--- src/rtl/calc_pkg.sv ---
// calc_pkg: shared definitions for the calculator sequencer.
// Holds the keypad codes, the ALU operation encodings and the
// sequencer state enumeration used by calc_sequencer.
package calc_pkg;

    localparam logic [3:0] KEY_PLUS  = 4'd10;
    localparam logic [3:0] KEY_MINUS = 4'd11;
    localparam logic [3:0] KEY_MUL   = 4'd12;
    localparam logic [3:0] KEY_EQ    = 4'd13;
    localparam logic [3:0] KEY_CLR   = 4'd14;
    localparam logic [3:0] KEY_RSV   = 4'd15;

    localparam logic [1:0] OP_ADD = 2'b00;
    localparam logic [1:0] OP_SUB = 2'b01;
    localparam logic [1:0] OP_MUL = 2'b10;

    typedef enum logic [2:0] {
        ENTER_A = 3'd0,
        OP_WAIT = 3'd1,
        ENTER_B = 3'd2,
        ALU_RUN = 3'd3,
        RESULT  = 3'd4,
        ERROR   = 3'd5
    } state_t;

    // Map an operator key to its ALU encoding (only called for 10..12).
    function automatic logic [1:0] op_of_key(input logic [3:0] code);
        case (code)
            KEY_MINUS: op_of_key = OP_SUB;
            KEY_MUL:   op_of_key = OP_MUL;
            default:   op_of_key = OP_ADD;
        endcase
    endfunction

endpackage

--- src/rtl/bcd_entry_reg.sv ---
// bcd_entry_reg: one BCD operand entry register.
// Ports:
//   clk, reset      - clock, synchronous active-high reset
//   clear           - zero value and digit count
//   load_digit      - shift value left one digit and insert digit in the LSD
//   digit           - BCD digit to insert
//   load_value      - overwrite value with value_in (takes priority)
//   value_in        - full-width BCD value for load_value
//   value, count    - current operand and number of digits entered
// clear and load_digit may be asserted together: the digit is then
// entered into a freshly cleared register.
module bcd_entry_reg #(
    parameter int DIGITS = 4
) (
    input  logic                          clk,
    input  logic                          reset,
    input  logic                          clear,
    input  logic                          load_digit,
    input  logic [3:0]                    digit,
    input  logic                          load_value,
    input  logic [4*DIGITS-1:0]           value_in,
    output logic [4*DIGITS-1:0]           value,
    output logic [$clog2(DIGITS+1)-1:0]   count
);

    localparam int W  = 4 * DIGITS;
    localparam int CW = $clog2(DIGITS + 1);
    localparam logic [CW-1:0] FULL = CW'(DIGITS);

    logic [W-1:0]  base_value;
    logic [CW-1:0] base_count;
    logic [W+3:0]  shifted;
    logic          take_digit;

    always_comb begin
        base_value = clear ? '0 : value;
        base_count = clear ? '0 : count;
        shifted    = {base_value, digit};
        // Full registers drop further digits; leading zeros are not counted.
        take_digit = load_digit && (base_count != FULL) &&
                     !((digit == 4'd0) && (base_count == '0));
    end

    always_ff @(posedge clk) begin
        if (reset) begin
            value <= '0;
            count <= '0;
        end else if (load_value) begin
            // A loaded result counts as a complete entry.
            value <= value_in;
            count <= FULL;
        end else if (take_digit) begin
            value <= shifted[W-1:0];
            count <= base_count + 1'b1;
        end else if (clear) begin
            value <= '0;
            count <= '0;
        end
    end

endmodule

--- src/rtl/calc_sequencer.sv ---
// calc_sequencer: keypad-driven calculator sequencer.
// Collects two BCD operands and an operator from keypad strobes, issues
// ALU requests, supports operator chaining and repeat-equals, and keeps
// a sticky error after an ALU fault until the clear key.
// Ports:
//   clk, reset                 - clock, synchronous active-high reset
//   key_valid, key_code        - keypad strobe and code
//   alu_done, alu_err,
//   alu_result                 - ALU completion strobe, fault flag, BCD result
//   alu_start                  - one-cycle ALU request strobe
//   operand_a, operand_b,
//   op_sel                     - operands and operation presented to the ALU
//   ingresar_numero_1_en/2_en  - which operand is the current entry target
//   display_value              - value to show
//   error                      - sticky error indicator
module calc_sequencer
    import calc_pkg::*;
#(
    parameter int DIGITS  = 4,
    parameter int HAS_MUL = 0
) (
    input  logic                  clk,
    input  logic                  reset,
    input  logic                  key_valid,
    input  logic [3:0]            key_code,
    input  logic                  alu_done,
    input  logic                  alu_err,
    input  logic [4*DIGITS-1:0]   alu_result,
    output logic                  alu_start,
    output logic [4*DIGITS-1:0]   operand_a,
    output logic [4*DIGITS-1:0]   operand_b,
    output logic [1:0]            op_sel,
    output logic                  ingresar_numero_1_en,
    output logic                  ingresar_numero_2_en,
    output logic [4*DIGITS-1:0]   display_value,
    output logic                  error
);

    localparam int W  = 4 * DIGITS;
    localparam int CW = $clog2(DIGITS + 1);

    state_t        state, next_state;
    logic [W-1:0]  result_q, result_nxt;
    logic [1:0]    pending_op, pending_nxt, op_sel_nxt;
    logic          chain_pending, chain_nxt, error_nxt;

    logic          a_clear, a_load_digit, a_load_value;
    logic [W-1:0]  a_value_in;
    logic          b_clear, b_load_digit;
    logic [CW-1:0] a_count, b_count;

    logic is_digit, is_op, is_eq, is_clr;

    // Key 12 is only an operator when multiply is built in; 15 never matches.
    assign is_digit = key_valid && (key_code <= 4'd9);
    assign is_op    = key_valid && ((key_code == KEY_PLUS) || (key_code == KEY_MINUS) ||
                                    ((key_code == KEY_MUL) && (HAS_MUL != 0)));
    assign is_eq    = key_valid && (key_code == KEY_EQ);
    assign is_clr   = key_valid && (key_code == KEY_CLR);

    bcd_entry_reg #(.DIGITS(DIGITS)) u_operand_a (
        .clk        (clk),
        .reset      (reset),
        .clear      (a_clear),
        .load_digit (a_load_digit),
        .digit      (key_code),
        .load_value (a_load_value),
        .value_in   (a_value_in),
        .value      (operand_a),
        .count      (a_count)
    );

    bcd_entry_reg #(.DIGITS(DIGITS)) u_operand_b (
        .clk        (clk),
        .reset      (reset),
        .clear      (b_clear),
        .load_digit (b_load_digit),
        .digit      (key_code),
        .load_value (1'b0),
        .value_in   ('0),
        .value      (operand_b),
        .count      (b_count)
    );

    always_comb begin
        next_state   = state;
        a_clear      = 1'b0;
        a_load_digit = 1'b0;
        a_load_value = 1'b0;
        a_value_in   = result_q;
        b_clear      = 1'b0;
        b_load_digit = 1'b0;
        op_sel_nxt   = op_sel;
        pending_nxt  = pending_op;
        chain_nxt    = chain_pending;
        result_nxt   = result_q;
        error_nxt    = error;

        if (is_clr) begin
            // Clear beats everything, including an alu_done in the same cycle.
            next_state  = ENTER_A;
            a_clear     = 1'b1;
            b_clear     = 1'b1;
            op_sel_nxt  = OP_ADD;
            pending_nxt = OP_ADD;
            chain_nxt   = 1'b0;
            result_nxt  = '0;
            error_nxt   = 1'b0;
        end else begin
            case (state)
                ENTER_A: begin
                    if (is_digit) begin
                        a_load_digit = 1'b1;
                    end else if (is_op) begin
                        op_sel_nxt = op_of_key(key_code);
                        b_clear    = 1'b1;
                        next_state = OP_WAIT;
                    end
                end
                OP_WAIT: begin
                    if (is_digit) begin
                        b_load_digit = 1'b1;
                        next_state   = ENTER_B;
                    end else if (is_op) begin
                        op_sel_nxt = op_of_key(key_code);
                    end
                end
                ENTER_B: begin
                    if (is_digit) begin
                        b_load_digit = 1'b1;
                    end else if (is_eq) begin
                        next_state = ALU_RUN;
                    end else if (is_op) begin
                        // Evaluate the current pair first, then continue with the new op.
                        chain_nxt   = 1'b1;
                        pending_nxt = op_of_key(key_code);
                        next_state  = ALU_RUN;
                    end
                end
                ALU_RUN: begin
                    if (alu_done) begin
                        if (alu_err) begin
                            error_nxt  = 1'b1;
                            next_state = ERROR;
                        end else begin
                            result_nxt = alu_result;
                            if (chain_pending) begin
                                a_load_value = 1'b1;
                                a_value_in   = alu_result;
                                b_clear      = 1'b1;
                                op_sel_nxt   = pending_op;
                                chain_nxt    = 1'b0;
                                next_state   = OP_WAIT;
                            end else begin
                                next_state = RESULT;
                            end
                        end
                    end
                end
                RESULT: begin
                    if (is_digit) begin
                        a_clear      = 1'b1;
                        a_load_digit = 1'b1;
                        next_state   = ENTER_A;
                    end else if (is_op) begin
                        a_load_value = 1'b1;
                        op_sel_nxt   = op_of_key(key_code);
                        b_clear      = 1'b1;
                        next_state   = OP_WAIT;
                    end else if (is_eq) begin
                        // Repeat the last operation on the previous result.
                        a_load_value = 1'b1;
                        next_state   = ALU_RUN;
                    end
                end
                ERROR: begin
                    next_state = ERROR;
                end
                default: begin
                    next_state = ENTER_A;
                end
            endcase
        end
    end

    always_ff @(posedge clk) begin
        if (reset) begin
            state                <= ENTER_A;
            result_q             <= '0;
            op_sel               <= OP_ADD;
            pending_op           <= OP_ADD;
            chain_pending        <= 1'b0;
            error                <= 1'b0;
            alu_start            <= 1'b0;
            ingresar_numero_1_en <= 1'b1;
            ingresar_numero_2_en <= 1'b0;
        end else begin
            state                <= next_state;
            result_q             <= result_nxt;
            op_sel               <= op_sel_nxt;
            pending_op           <= pending_nxt;
            chain_pending        <= chain_nxt;
            error                <= error_nxt;
            // ALU_RUN is always left before being re-entered, so this marks entry.
            alu_start            <= (next_state == ALU_RUN) && (state != ALU_RUN);
            ingresar_numero_1_en <= (next_state == ENTER_A) || (next_state == RESULT);
            ingresar_numero_2_en <= (next_state == OP_WAIT) || (next_state == ENTER_B);
        end
    end

    always_comb begin
        case (state)
            ENTER_B: display_value = operand_b;
            RESULT:  display_value = result_q;
            ERROR:   display_value = '0;
            default: display_value = operand_a;
        endcase
    end

endmodule

--- config.mk ---
export PLATFORM = sky130hd
export DESIGN_NAME = calc_sequencer
export DESIGN_NICKNAME = d
export VERILOG_FILES = /design/src/rtl/calc_pkg.sv /design/src/rtl/bcd_entry_reg.sv /design/src/rtl/calc_sequencer.sv
export SDC_FILE = /design/constraint.sdc
export NUM_CORES = 1
export LEC_CHECK = 0
export BUFFER_PORTS_ARGS = -buffer_cell sky130_fd_sc_hd__buf_2
export CORE_AREA = 2 2 105 66
export DETAILED_ROUTE_END_ITERATION = 10
export DIE_AREA = 0 0 107 68
export PLACE_DENSITY = 0.83
export SYNTH_ARGS = -nofsm -noshare
export SYNTH_HDL_FRONTEND = slang
export SYNTH_SLANG_ARGS = --single-unit
--- constraint.sdc ---
create_clock -name clk -period 5.35 [get_ports clk]
set_clock_uncertainty 0.05 [all_clocks]
set_input_delay 0.535 -clock clk [delete_from_list [all_inputs] [get_ports clk]]
set_output_delay 0.535 -clock clk [all_outputs]
set_load 0.005 [all_outputs]
==> run metrics <==
synth-to-layout area growth=14.53%; CTS resizes=0; combinational family with the most area after synthesis=compound AO/OA/AOI/OAI gates; post-synthesis cell count=approximately 430; setup violators final=0; vias in the first global route=slightly below 3000; clock share of power=39.6%; routed length per placed instance=approximately 18 um; total non-filler cell area in the finished layout=between 4000 and 5000 um2; Achievable Freq=about 250 MHz; CP peak stage delay=around 0.97 ns; sequential power share=around 52%; Mapped Area=between 3000 and 4000 um2; Avg Inst Size Synth=between 8 and 9 um2; fraction of the mapped netlist area in adder cells=under 10%; Die ar.=7276 um2; post-synthesis compound-gate area fraction=22.71%; number of pins exceeding their max-slew limit in the final report=0; worst hold path depth=3; critical path type=flop to flop; count of maximum capacitance violations=0; RD Place Congestion=roughly 0.95; number of buffers on the longest clock path=2; Max IR drop VDD=around 160 uV; critical path launch point type=flop; worst setup slack for register-to-register paths=around 1.3 ns; data required time of the worst path=about 5.6 ns; PnR Total Power=around 980 uW; final worst path period need=between 4 and 5 ns; RSZ-0062 raised after global routing=no; count of hold buffers inserted by post-cts repair=0; total wirelength of the detailed-routed design=10.67 mm; sort of element at the end of the critical path=flop; antenna violation net count after detailed routing=0; half-perimeter wire length after detailed placement=between 7 and 8 mm; core area=6417 um2; critical-path cell list=nor2_2 -> and3_1 -> a21oi_4 -> nand2_1 -> ha_1 -> nand2_1 -> nand2_1 -> a31oi_4 -> mux2_2 -> a211oi_1; count of unique library cells instantiated by Yosys=55; xor-xnor portion of the synthesized cell area=less than 1%; Final period util=around three quarters; result of the run=finished, final reports clean; Post-DP Area=3973 um2; Most used DFF post-synth=sky130_fd_sc_hd__dfxtp_1; static leakage power=about 1.8 nW; flip-flop and latch count after synthesis=66; I/O pin total=between 70 and 80; sequential cell area fraction in the yosys report=~36%; DR DRC count=0; P per Cell Area=between 200 and 250 nW/um2; via count=about 3500; Port Buffer Count=between 70 and 80; setup tns final=0 ns; global router's overall resource usage=between 20% and 30%; Area contributors post-synth=sky130_fd_sc_hd__dfxtp_1 36%, sky130_fd_sc_hd__nand2_1 9.2%, sky130_fd_sc_hd__mux2i_1 9.1%, sky130_fd_sc_hd__a22o_1 3.9%, sky130_fd_sc_hd__a21oi_1 3.7%; Reg-to-Reg End=u_operand_a.value[2]; worst hold slack=0.3814 ns; residual overflow from global routing=0; pin count of the biggest net entering global routing=35; depth of the worst register-to-register path=10; root buffer selected by CTS=sky130_fd_sc_hd__clkbuf_8; Max transition margin=34.33%; Initial DRT Pass Iterations=5; CTS tree=built; EDFF count, synth=0; Via density=about 6; NumNets Final=approximately 520; cell type of the slowest stage on the worst timing path=sky130_fd_sc_hd__dfxtp_1; Cell Count, Final, Fillers Out=between 500 and 600; chip width=107 um; number of setup buffers added after CTS=0; Most Frequent Cell on Critical Path=sky130_fd_sc_hd__nand2_1; share of total power consumed by net switching=a little over a quarter; peak fanout along the critical path=27; Inserted Diodes=0; count of yosys warnings during synthesis=0; async set-or-reset flop fraction in the synthesized netlist=0%; worst hold path type=primary input to flop; sinks on the clock net=66; synthesized-area fraction occupied by and/or/nand/nor cells=roughly a fifth; initial core utilization=between 50% and 60%; H-Tree Level Count=3; Int Power=approximately 720 uW; cell type with the highest aggregate area in the netlist=sky130_fd_sc_hd__dfxtp_1; area share of the leading cell type in the synthesized netlist=36.45%; insertion delay of the later-clocked pin in the worst-skew pair=about 0.34 ns; Worst Hold Path EP=result_q[2]; share of synthesized area spent on multiplexers=14.08%; global-route wire length before repair=around 16 mm; final number of hold-violating endpoints=0; # rows=23; clock-pin slew on the worst setup and hold paths=0.08 ns; reported net switching power=257.2 uW; initial antenna violation count=0; combinational share of power=under 10%; startpoint of the lowest-slack register-to-register path=state[1]; die span in y=around 68 um; slew at the pin with the worst max-slew slack=about 1 ns; placed instance count=about 570; arrival time reported for the critical path endpoint=around 4.3 ns; fraction of final layout cells with drive strength greater than 1=about 25%; number of buffers created by CTS=9; number of nets produced by synthesis=roughly 460; beginning of the worst hold path=alu_result[2]; number of violations reported at the end of detailed-routing iteration 0=~530
-- through the flow --
step                      worst slack (ns)  utilization, %
final                                1.305           64.69
after global routing                 1.015           64.69
after CTS                            1.408           64.69
after detailed placement             1.414           61.90
after global placement               1.612           61.90
after floorplan                      2.277               -
-- flip-flops by register name, indices dropped and copies added, names as in the netlist --
signal                count
result_q                 16
u_operand_a.value        16
u_operand_b.value        16
state                     3
u_operand_a.count         3
u_operand_b.count         3
op_sel                    2
pending_op                2
alu_start                 1
chain_pending             1
error                     1
ingresar_numero_1_en      1
ingresar_numero_2_en      1
-- layer usage --
metal / GRT usage, % / vias to the layer above / share of wire (%)
li1: - / 1657 / -
met1: 45.36 / 1648 / 48
met2: 38.93 / 187 / 40
met3: 7.429 / 17 / 10
met4: 7.468 / 2 / 1.1
met5: 5.000 / - / 0.38
-- worst max path at each step --
stage / end / start / slack [ns] / cells after the start
finish: u_operand_a.value[2] / state[1] / 1.31 / 10
global placement: u_operand_a.value[0] / state[1] / 1.61 / 10
CTS: u_operand_a.value[3] / state[1] / 1.41 / 10
floorplan: u_operand_a.value[10] / key_code[1] / 2.28 / 13
global route: u_operand_a.value[1] / state[1] / 1.02 / 10
detailed placement: u_operand_a.value[0] / state[1] / 1.41 / 10
-- cell usage after synthesis, types with 2 or more instances --
cell                       number
sky130_fd_sc_hd__o221a_2        2
sky130_fd_sc_hd__a21oi_1       27
sky130_fd_sc_hd__ha_1           4
sky130_fd_sc_hd__xor2_1         2
sky130_fd_sc_hd__mux2i_1       33
sky130_fd_sc_hd__inv_1         12
sky130_fd_sc_hd__nor2_1        26
sky130_fd_sc_hd__a31oi_4        2
sky130_fd_sc_hd__a31oi_1        2
sky130_fd_sc_hd__mux2_4         6
sky130_fd_sc_hd__or3_1          2
sky130_fd_sc_hd__nor2b_1        3
sky130_fd_sc_hd__nand2b_1       4
sky130_fd_sc_hd__o21ai_0       21
sky130_fd_sc_hd__buf_6          3
sky130_fd_sc_hd__and3_1         3
sky130_fd_sc_hd__buf_2          7
sky130_fd_sc_hd__a222oi_1       3
sky130_fd_sc_hd__a22o_1        16
sky130_fd_sc_hd__mux2_2         8
sky130_fd_sc_hd__dfxtp_1       66
sky130_fd_sc_hd__clkbuf_1      21
sky130_fd_sc_hd__o22ai_1       13
sky130_fd_sc_hd__buf_4          2
sky130_fd_sc_hd__nor3_1         6
sky130_fd_sc_hd__nor4_1         3
sky130_fd_sc_hd__a211oi_2       6
sky130_fd_sc_hd__nand3b_1       5
sky130_fd_sc_hd__nand2_1       89
sky130_fd_sc_hd__or2_2          2
sky130_fd_sc_hd__nand4_1        2
sky130_fd_sc_hd__a211oi_1       8
-- power groups by stage --
stage | logic [mW] | clock network (mW) | registers [mW]
5_1_grt | 0.0950 | 0.413 | 0.504
3_3_place_gp | 0.0836 | 0 | 0.514
4_1_cts | 0.0856 | 0.390 | 0.503
3_5_place_dp | 0.0851 | 0 | 0.515
6_report | 0.0874 | 0.387 | 0.504
2_1_floorplan | 0.0595 | 0 | 0.512
-- area by class of cell --
class	count	area [um2]
fill	577	2266
multi-input combinational	320	2092
sequential	66	1321
timing repair buffer	80	405.4
clock buffer	11	151.4
tap	87	108.9
inverter	12	45.04
clock inverter	4	27.53
-- cells in the final DEF (no fill, tap or decap), types with 3 or more instances in the layout --
| master | n |
|---|---|
| sky130_fd_sc_hd__and3_1 | 3 |
| sky130_fd_sc_hd__buf_2 | 78 |
| sky130_fd_sc_hd__nor2_1 | 26 |
| sky130_fd_sc_hd__mux2_4 | 6 |
| sky130_fd_sc_hd__nand2b_1 | 4 |
| sky130_fd_sc_hd__a222oi_1 | 3 |
| sky130_fd_sc_hd__clkinvlp_4 | 3 |
| sky130_fd_sc_hd__ha_1 | 4 |
| sky130_fd_sc_hd__mux2_2 | 8 |
| sky130_fd_sc_hd__a211oi_2 | 6 |
| sky130_fd_sc_hd__clkbuf_8 | 11 |
| sky130_fd_sc_hd__nand2_1 | 89 |
| sky130_fd_sc_hd__o22ai_1 | 13 |
| sky130_fd_sc_hd__dfxtp_1 | 66 |
| sky130_fd_sc_hd__nor3_1 | 6 |
| sky130_fd_sc_hd__a21oi_1 | 27 |
| sky130_fd_sc_hd__a211oi_1 | 8 |
| sky130_fd_sc_hd__mux2i_1 | 33 |
| sky130_fd_sc_hd__nor4_1 | 3 |
| sky130_fd_sc_hd__o21ai_0 | 21 |
| sky130_fd_sc_hd__nand3b_1 | 5 |
| sky130_fd_sc_hd__a22o_1 | 16 |
| sky130_fd_sc_hd__nor2b_1 | 3 |
| sky130_fd_sc_hd__inv_1 | 12 |
-- worst max-delay path, delay by kind of cell (launching register included) --
| family | cells | cell delay (ns) |
|---|---|---|
| AOI/OAI and AO/OA | 3 | 1.22 |
| adders and majority gates | 1 | 0.27 |
| DFF | 1 | 0.97 |
| muxes | 1 | 0.40 |
| and+or+nand+nor | 5 | 1.05 |
-- kinds of logic after synthesis --
kind of cell,after synthesis
AND/OR/NAND/NOR,153
AO/OA/AOI/OAI,113
flip-flops,66
multiplexers,47
buffers and inverters,46
adder cells (fa/ha/maj),4
XOR/XNOR,3
Note: power is estimated with default switching activity, not from simulation.
